==> src/rtl/pipeline_hazard_ctrl_if.sv <==
// Handshake bundle between the pipeline datapath and the hazard controller.
// The datapath (master) supplies hazard sources; the controller (slave) returns enables and status.
interface pipeline_hazard_ctrl_if;
   logic [4:0]  ID_rs;
   logic [4:0]  ID_rt;
   logic        ID_uses_rt;
   logic        ID_EX_MemtoReg;
   logic        ID_EX_RegWrite;
   logic [4:0]  ID_EX_dst;
   logic        EX_redirect;
   logic        mem_busy;
   logic        pc_write;
   logic        IF_ID_write;
   logic        IF_ID_flush;
   logic        ID_EX_bubble;
   logic        pipe_hold;
   logic        mem_timeout;
   logic [15:0] stall_count;
   logic [15:0] flush_count;

   modport master (
      output ID_rs, ID_rt, ID_uses_rt, ID_EX_MemtoReg, ID_EX_RegWrite, ID_EX_dst,
             EX_redirect, mem_busy,
      input  pc_write, IF_ID_write, IF_ID_flush, ID_EX_bubble, pipe_hold,
             mem_timeout, stall_count, flush_count
   );

   modport slave (
      input  ID_rs, ID_rt, ID_uses_rt, ID_EX_MemtoReg, ID_EX_RegWrite, ID_EX_dst,
             EX_redirect, mem_busy,
      output pc_write, IF_ID_write, IF_ID_flush, ID_EX_bubble, pipe_hold,
             mem_timeout, stall_count, flush_count
   );
endinterface

==> src/rtl/pipeline_hazard_ctrl.sv <==
// Pipeline hazard controller: memory-wait hold, redirect flush, load-use bubble,
// plus a memory watchdog and saturating stall/flush statistics.
//
// state    | meaning
// RUN      | pipeline advancing normally (or stalling/flushing for one cycle)
// MEM_WAIT | data memory busy, whole pipeline frozen, wait counter running
module pipeline_hazard_ctrl (
   input logic                   clock,
   input logic                   reset,
   pipeline_hazard_ctrl_if.slave hz
);
   typedef enum logic {RUN, MEM_WAIT} state_t;

   state_t      state;
   logic [7:0]  wait_cnt;
   logic        bubble_done;
   logic        mem_timeout;
   logic [15:0] stall_count;
   logic [15:0] flush_count;

   logic load_use;
   logic lu_stall;
   logic pc_write;
   logic if_id_write;
   logic if_id_flush;
   logic id_ex_bubble;
   logic pipe_hold;

   assign load_use = hz.ID_EX_MemtoReg & hz.ID_EX_RegWrite & (hz.ID_EX_dst != 5'd0) &
                     ((hz.ID_EX_dst == hz.ID_rs) | (hz.ID_uses_rt & (hz.ID_EX_dst == hz.ID_rt)));

   // bubble_done keeps a held load-use pattern from inserting a second bubble
   assign lu_stall = ~reset & ~hz.mem_busy & ~hz.EX_redirect & load_use & ~bubble_done;

   always_comb begin
      pc_write     = 1'b1;
      if_id_write  = 1'b1;
      if_id_flush  = 1'b0;
      id_ex_bubble = 1'b0;
      pipe_hold    = 1'b0;
      if (reset) begin
         pc_write    = 1'b1;
         if_id_write = 1'b1;
      end else if (hz.mem_busy) begin
         pc_write    = 1'b0;
         if_id_write = 1'b0;
         pipe_hold   = 1'b1;
      end else if (hz.EX_redirect) begin
         if_id_flush  = 1'b1;
         id_ex_bubble = 1'b1;
      end else if (lu_stall) begin
         pc_write     = 1'b0;
         if_id_write  = 1'b0;
         id_ex_bubble = 1'b1;
      end
   end

   always_ff @(posedge clock or posedge reset) begin
      if (reset) begin
         state       <= RUN;
         wait_cnt    <= 8'd0;
         bubble_done <= 1'b0;
         mem_timeout <= 1'b0;
         stall_count <= 16'd0;
         flush_count <= 16'd0;
      end else begin
         if (hz.mem_busy) begin
            state <= MEM_WAIT;
            if (state == RUN) begin
               wait_cnt <= 8'd0;
            end else begin
               if (wait_cnt != 8'hFF) wait_cnt <= wait_cnt + 8'd1;
               if (wait_cnt >= 8'd254) mem_timeout <= 1'b1;
            end
         end else begin
            state       <= RUN;
            bubble_done <= lu_stall;
         end
         if (!pc_write && stall_count != 16'hFFFF) stall_count <= stall_count + 16'd1;
         if (if_id_flush && flush_count != 16'hFFFF) flush_count <= flush_count + 16'd1;
      end
   end

   assign hz.pc_write     = pc_write;
   assign hz.IF_ID_write  = if_id_write;
   assign hz.IF_ID_flush  = if_id_flush;
   assign hz.ID_EX_bubble = id_ex_bubble;
   assign hz.pipe_hold    = pipe_hold;
   assign hz.mem_timeout  = mem_timeout;
   assign hz.stall_count  = stall_count;
   assign hz.flush_count  = flush_count;
endmodule

==> src/flat_wrapper.sv <==
// flat-port wrapper written by rule: the top's interface ports become plain ports
module pipeline_hazard_ctrl_flat 
  (clock, reset, hz_ID_rs, hz_ID_rt, hz_ID_uses_rt, hz_ID_EX_MemtoReg, hz_ID_EX_RegWrite, hz_ID_EX_dst, hz_EX_redirect, hz_mem_busy, hz_pc_write, hz_IF_ID_write, hz_IF_ID_flush, hz_ID_EX_bubble, hz_pipe_hold, hz_mem_timeout, hz_stall_count, hz_flush_count);
  pipeline_hazard_ctrl_if hz_i ();
  input logic clock;
  input logic reset;
  input wire logic [$bits(hz_i.ID_rs)-1:0] hz_ID_rs;
  input wire logic [$bits(hz_i.ID_rt)-1:0] hz_ID_rt;
  input wire logic [$bits(hz_i.ID_uses_rt)-1:0] hz_ID_uses_rt;
  input wire logic [$bits(hz_i.ID_EX_MemtoReg)-1:0] hz_ID_EX_MemtoReg;
  input wire logic [$bits(hz_i.ID_EX_RegWrite)-1:0] hz_ID_EX_RegWrite;
  input wire logic [$bits(hz_i.ID_EX_dst)-1:0] hz_ID_EX_dst;
  input wire logic [$bits(hz_i.EX_redirect)-1:0] hz_EX_redirect;
  input wire logic [$bits(hz_i.mem_busy)-1:0] hz_mem_busy;
  output wire logic [$bits(hz_i.pc_write)-1:0] hz_pc_write;
  output wire logic [$bits(hz_i.IF_ID_write)-1:0] hz_IF_ID_write;
  output wire logic [$bits(hz_i.IF_ID_flush)-1:0] hz_IF_ID_flush;
  output wire logic [$bits(hz_i.ID_EX_bubble)-1:0] hz_ID_EX_bubble;
  output wire logic [$bits(hz_i.pipe_hold)-1:0] hz_pipe_hold;
  output wire logic [$bits(hz_i.mem_timeout)-1:0] hz_mem_timeout;
  output wire logic [$bits(hz_i.stall_count)-1:0] hz_stall_count;
  output wire logic [$bits(hz_i.flush_count)-1:0] hz_flush_count;
  assign hz_i.ID_rs = hz_ID_rs;
  assign hz_i.ID_rt = hz_ID_rt;
  assign hz_i.ID_uses_rt = hz_ID_uses_rt;
  assign hz_i.ID_EX_MemtoReg = hz_ID_EX_MemtoReg;
  assign hz_i.ID_EX_RegWrite = hz_ID_EX_RegWrite;
  assign hz_i.ID_EX_dst = hz_ID_EX_dst;
  assign hz_i.EX_redirect = hz_EX_redirect;
  assign hz_i.mem_busy = hz_mem_busy;
  assign hz_pc_write = hz_i.pc_write;
  assign hz_IF_ID_write = hz_i.IF_ID_write;
  assign hz_IF_ID_flush = hz_i.IF_ID_flush;
  assign hz_ID_EX_bubble = hz_i.ID_EX_bubble;
  assign hz_pipe_hold = hz_i.pipe_hold;
  assign hz_mem_timeout = hz_i.mem_timeout;
  assign hz_stall_count = hz_i.stall_count;
  assign hz_flush_count = hz_i.flush_count;
  pipeline_hazard_ctrl u_core (.clock(clock), .reset(reset), .hz(hz_i));
endmodule
==> config.mk <==
export PLATFORM = sky130hd
export DESIGN_NAME = pipeline_hazard_ctrl_flat
export DESIGN_NICKNAME = d
export VERILOG_FILES = /design/src/rtl/pipeline_hazard_ctrl_if.sv /design/src/rtl/pipeline_hazard_ctrl.sv /design/src/flat_wrapper.sv
export SDC_FILE = /design/constraint.sdc
export NUM_CORES = 1
export LEC_CHECK = 0
export ABC_CLOCK_PERIOD_IN_PS = 2950
export CELL_PAD_IN_SITES_DETAIL_PLACEMENT = 2
export CELL_PAD_IN_SITES_GLOBAL_PLACEMENT = 2
export CORE_ASPECT_RATIO = 0.5
export CORE_UTILIZATION = 32
export CTS_CLUSTER_SIZE = 30
export DETAILED_ROUTE_END_ITERATION = 6
export HOLD_SLACK_MARGIN = 0.05
export MAX_ROUTING_LAYER = met4
export PLACE_DENSITY = 0.85
export RECOVER_POWER = 50
export SYNTH_ARGS = -nofsm -noshare
export SYNTH_HDL_FRONTEND = slang
export SYNTH_SLANG_ARGS = --single-unit
==> constraint.sdc <==
create_clock -name clock -period 2.95 [get_ports clock]
set_input_delay 0.295 -clock clock [delete_from_list [all_inputs] [get_ports clock]]
set_output_delay 0.295 -clock clock [all_outputs]
set_load 0.005 [all_outputs]
Word-level counts from Yosys, hierarchy flattened

Cells that the tools add are included.
Widths: inputs -> output; s select.

Output and inout bits: 38
Bits in registers: 43
Word-level logic and storage cells: 50
Input bits: 22

Muxes and demuxes: 15
Add/subtract/negate cells: 3
Reduce and logical (&&, ||, !) cells: 6
Eq/ne operators: 6
Bitwise operators: 13
$lt $le $gt $ge: 1

Operator list:

| kind                  | count |
|---|---|
| $add 16x1->16 const B | 2 |
| $ne 16x16->1 const B  | 2 |
| $mux 8                | 2 |
| $mux 1                | 13 |
| $eq 5x5->1            | 2 |
| $add 8x1->8 const B   | 1 |
| $and 1x1->1           | 8 |
| $ge 8x8->1 const B    | 1 |
| $ne 8x8->1 const B    | 1 |
| $reduce_bool 5->1     | 1 |
| $not 1->1             | 4 |
| $reduce_and 3->1      | 1 |
| $logic_and 1x1->1     | 2 |
| $ne 2x2->1 const B    | 1 |
| $reduce_and 2->1      | 1 |
| $logic_not 1->1       | 1 |
| $or 1x1->1            | 1 |

Longest topological paths before layout

Gate-level depths: netlist (run 1).

Depth after elaboration: 12
Gate-level depth with buffers: 9
Depth with buffers taken out: 8

Least setup slack after synthesis (run 1)

OpenSTA, ideal clock, no wires.

Path type: register -> register
Start point: reg u_core.stall_count[0], in the netlist u_core.hz.stall_count[0]
End point: reg u_core.stall_count[10], in the netlist u_core.hz.stall_count[10]
Period minus slack after synthesis: 1.932 ns
Arrival time: 1.853 ns
Setup time: 0.079 ns
Setup slack: 1.018 ns
Stages on the path, launching flop included: 8
Data required time: 2.871 ns
Path buffers: 0
Cell sequence: dfrtp_1 -> ha_1 -> and3_1 -> and3_1 -> a221oi_1 -> nand2_2 -> nor3_1 -> xor2_1

Word-level cells in the longest chain between the ends: 2
Elaborated cells between the ends (all ways): 3
Classes of those cells: 1 x add/sub; 1 x eq/ne; 1 x reduce/logical

RTL lines:

| what                                                  | line                       | text |
|---|---|---|
| start: declaration                                    | pipeline_hazard_ctrl.sv:18 | `logic [15:0] stall_count;` |
| start signal: assignment                              | pipeline_hazard_ctrl.sv:79 | `if (!pc_write && stall_count != 16'hFFFF) stall_count <= stall_count + 16'd1;` |
| branches (longest 2 deep; another with $add 16x1->16) | --                         |  |

Several ways; the timed one is not identified.
A chain may end at the register's enable or synchronous reset.

Worst setup path in the final report (run 1)

Start point: in hz_ID_EX_dst[1]
End point: out hz_IF_ID_write

Word-level cells in the longest chain between the ends: 10
Elaborated cells between the ends (all ways): 13
Classes of those cells: 2 x eq/ne; 4 x mux; 6 x bitwise; 1 x reduce/logical

RTL lines:

| what                         | line                       | text |
|---|---|---|
| start: declaration           | flat_wrapper.sv:12         | `input wire logic [$bits(hz_i.ID_EX_dst)-1:0] hz_ID_EX_dst;` |
| $eq 5x5->1                   | pipeline_hazard_ctrl.sv:30 | `((hz.ID_EX_dst == hz.ID_rs) \| (hz.ID_uses_rt & (hz.ID_EX_dst == hz.ID_rt)));` |
| $and 1x1->1                  | pipeline_hazard_ctrl.sv:30 |  |
| $or 1x1->1                   | pipeline_hazard_ctrl.sv:30 |  |
| $and 1x1->1 (*)              | pipeline_hazard_ctrl.sv:29 | `assign load_use = hz.ID_EX_MemtoReg & hz.ID_EX_RegWrite & (hz.ID_EX_dst != 5'd0) &` |
| $and 1x1->1 (*) (2 in a row) | pipeline_hazard_ctrl.sv:33 | `assign lu_stall = ~reset & ~hz.mem_busy & ~hz.EX_redirect & load_use & ~bubble_done;` |
| $mux 1 (*)                   | pipeline_hazard_ctrl.sv:51 | `end else if (lu_stall) begin` |
| $mux 1 (*)                   | pipeline_hazard_ctrl.sv:48 | `end else if (hz.EX_redirect) begin` |
| $mux 1 (*)                   | pipeline_hazard_ctrl.sv:44 | `end else if (hz.mem_busy) begin` |
| $mux 1 (*)                   | pipeline_hazard_ctrl.sv:41 | `if (reset) begin` |
| end: declaration             | flat_wrapper.sv:16         | `output wire logic [$bits(hz_i.IF_ID_write)-1:0] hz_IF_ID_write;` |

Every way passes the cells marked *; elsewhere a longest branch is shown, timed or not.

==> results of run 1 <==
synthesized netlist by cell type (all sizes together) (2+ instances only):
cell type,count,area share
a21oi,2,0.0094
and3,6,0.017
and4,5,0.020
buf,4,0.014
dfrtp,43,0.48
ha,4,0.022
inv,8,0.013
mux2,3,0.017
nand2,21,0.036
nand3,23,0.051
nand4,7,0.019
nor2,17,0.028
nor3,6,0.018
nor4,3,0.0083
nor4b,2,0.0077
o21ai,2,0.0044
o22ai,2,0.0055
o31ai,2,0.0066
xnor2,26,0.10
xor2,17,0.066
per-layer routing:
layer | up-vias | share of wire | track usage
met2 | 28 | 0.52 | 0.392
met5 | - | 0 | -
li1 | 899 | - | -
met4 | 0 | 0.016 | 0.0705
met3 | 13 | 0.024 | 0.0426
met1 | 971 | 0.44 | 0.242
kinds of logic (layout without fill, tap and decap cells):
family | after synthesis | after routing | synth area share
AND/OR/NAND/NOR | 97 | 97 | 0.231
adder cells (fa/ha/maj) | 4 | 4 | 0.0221
flip-flops | 43 | 43 | 0.475
XOR/XNOR | 43 | 43 | 0.166
buffers and inverters | 12 | 81 | 0.0271
multiplexers | 3 | 3 | 0.0166
AO/OA/AOI/OAI | 16 | 16 | 0.0614
through the flow:
stage / utilization / power [W] / setup slack [ps]
finish: 0.460 / 0.00170 / 222
global route: 0.460 / 0.00179 / 111
CTS: 0.462 / 0.00175 / 212
detailed placement: 0.442 / 0.00118 / 251
global placement: 0.442 / 0.00114 / 295
floorplan: - / 0.000915 / 1020
report_power, final:
group	internal, W	leakage, nW	switching, W
Sequential	0.000664	0.569	0.000115
Clock	0.000313	0.0679	0.000233
Combinational	0.000221	0.721	0.000157
Total	0.00120	1.36	0.000505
registers in the layout (all words and copies together), names as in the netlist:
signal / count
u_core.hz.mem_timeout: 1
u_core.bubble_done: 1
u_core.hz.flush_count: 16
u_core.hz.stall_count: 16
u_core.state: 1
u_core.wait_cnt: 8
cells in the final DEF (no fill, tap or decap), types with 5 or more instances in the layout:
cell type,Yosys,layout
clkdlybuf4s50_1,0,40
xnor2_1,26,26
xor2_1,17,17
dfrtp_1,43,43
and3_1,6,6
nand2_1,20,20
inv_1,8,8
clkbuf_1,0,6
dlygate4sd3_1,0,19
nand3_1,23,23
clkbuf_16,0,5
nand4_1,7,7
nor2_1,17,17
final cells by class:
class | instances | area [um^2]
well taps | 92 | 115
fillers | 708 | 3650
multi-input cells | 163 | 1130
clock inverters | 1 | 5.00
repair buffers | 65 | 621
inverters | 8 | 30.0
flip-flops and latches | 43 | 1080
clock buffers | 7 | 133
critical path, stage by stage:
cell	delay (ps)
clkdlybuf4s50_1	600
xnor2_1	160
nand3_1	150
o22ai_1	380
a21oi_4	100
or2_2	300
clkdlybuf4s50_1	450
path summary, 6_finish.rpt:
kind,from,to,slack [ps],depth (start not counted)
hold / removal,u_core.bubble_done,u_core.bubble_done,480,2
max in group asynchronous,reset,u_core.wait_cnt[0],970,4
setup reg to reg,u_core.hz.stall_count[0],u_core.hz.stall_count[10],670,7
hold reg to reg,u_core.bubble_done,u_core.bubble_done,480,2
min in group asynchronous,reset,u_core.hz.stall_count[0],1190,4
setup / recovery,hz_ID_EX_dst[1],hz_IF_ID_write,220,7
==> results.md, run 1 <==
* CTS tree: done
* RSZ-0062 raised after global routing: false
* Fin area at between 3000 and 4000 um^2
* Req. time, crit path at approximately 2700 ps
* DRC violations left at 0
* Clock root cell: clkbuf_16
* Clock Sinks at 43
* Initial antenna violation count at 0
* Maximum VDD drop at 0.000335 V
* Global Route Usage Sum at 0.214
* Max-slew violations at 0
* Vias/cell at slightly above 5
* Hpwl dp at 5080 um
* Vias in the first global route at between 2000 and 2500
* TritonRoute pass-1 iters at 3
* Max Cap Viol at 0
* Slew @ Worst Pin at ~1200 ps
* Post-DR wirelength/cell at about 18 um
* Synth Area per Inst at 10.4 um^2
* Post-DP Area at about 3000 um^2
* P&R area growth vs syn at 37.2%
* Port Buffers at approximately 60
* Post-synth cell types at 42
* Clock tree buffer depth at 2
* Share of cells above drive strength 1 at 0.0767
* Count of final setup violators at 0
* Power per cell area at 548 nW/um^2
* Worst-Skew Late Latency at 290 ps
* Core area at just under 7000 um^2
* Worst hold-check path type: flop to flop
* Ys flop type: dfrtp_1
* Cts bufs inserted at 5
* DRT antenna net count at 0
* Post-CTS setup buffers at 0
* Routed wire length at 6920 um
* H-tree Lvls at 2
* # hold bufs at CTS at 0
* Slew HR at 0.168
* Starting DRC count in detailed routing at 62
* Critical path arrival at 2430 ps
* Finished Layout Cells at 379
* Post-synth EDFFs at 0
* Die X at 121 um
* Number of I/O pins at 60
* Vias after detailed routing at 1911
* Tmin final at roughly 2700 ps
* Die height at 61.5 um
* LEAKAGE at 1.36 nW
* First-pass GRT wire length at 11500 um
* Async S/R FF share, synth at 1.00
* RD Place Congestion at 0.817
* Final setup TNS at 0 ps
* Peak Freq at 0.367 GHz
* Skew final at around 6 ps
* Number of placed instances, taps included at 371
* # resized after CTS at 0
* Yosys reg bits at 43
* Nets at 312
* Initial core utilization at 0.335
* Synth warn at 0
* Outcome: finished clean
* Cell Area, Synth at 2260 um^2
* Critical Setup Path Class: primary input to primary output
* Clock slew at reported path FFs at 60 ps
* Post-Synthesis Cells at 218
* CP Capture Type: primary output
* Tcrit/Tclk final at 0.925
* Final Hold Vio Count at 0
* Row cnt at 21
* CP max FO at 4
* Startpoint types: primary input
* Die area at 7430 um^2
* Synth Net Count at about 240
* WHS at between 400 and 500 ps
* Post-synthesis sequential area ratio at 0.475
* Remaining global-route overflow at 0
* Largest net degree at the start of global routing at 24
* Antenna Cells at 0
(Power assumes the default switching activity.)
==> run 2: changes to the inputs <==
--- a/config.mk
+++ b/config.mk
@@ -12,7 +12,7 @@
 export CORE_UTILIZATION = 32
 export CTS_CLUSTER_SIZE = 30
 export DETAILED_ROUTE_END_ITERATION = 6
-export HOLD_SLACK_MARGIN = 0.05
+export HOLD_SLACK_MARGIN = 0.12
 export MAX_ROUTING_LAYER = met4
 export PLACE_DENSITY = 0.85
 export RECOVER_POWER = 50
==> results of run 2 <==
The final DEF is identical to that of run 1; final timing and power are the same.
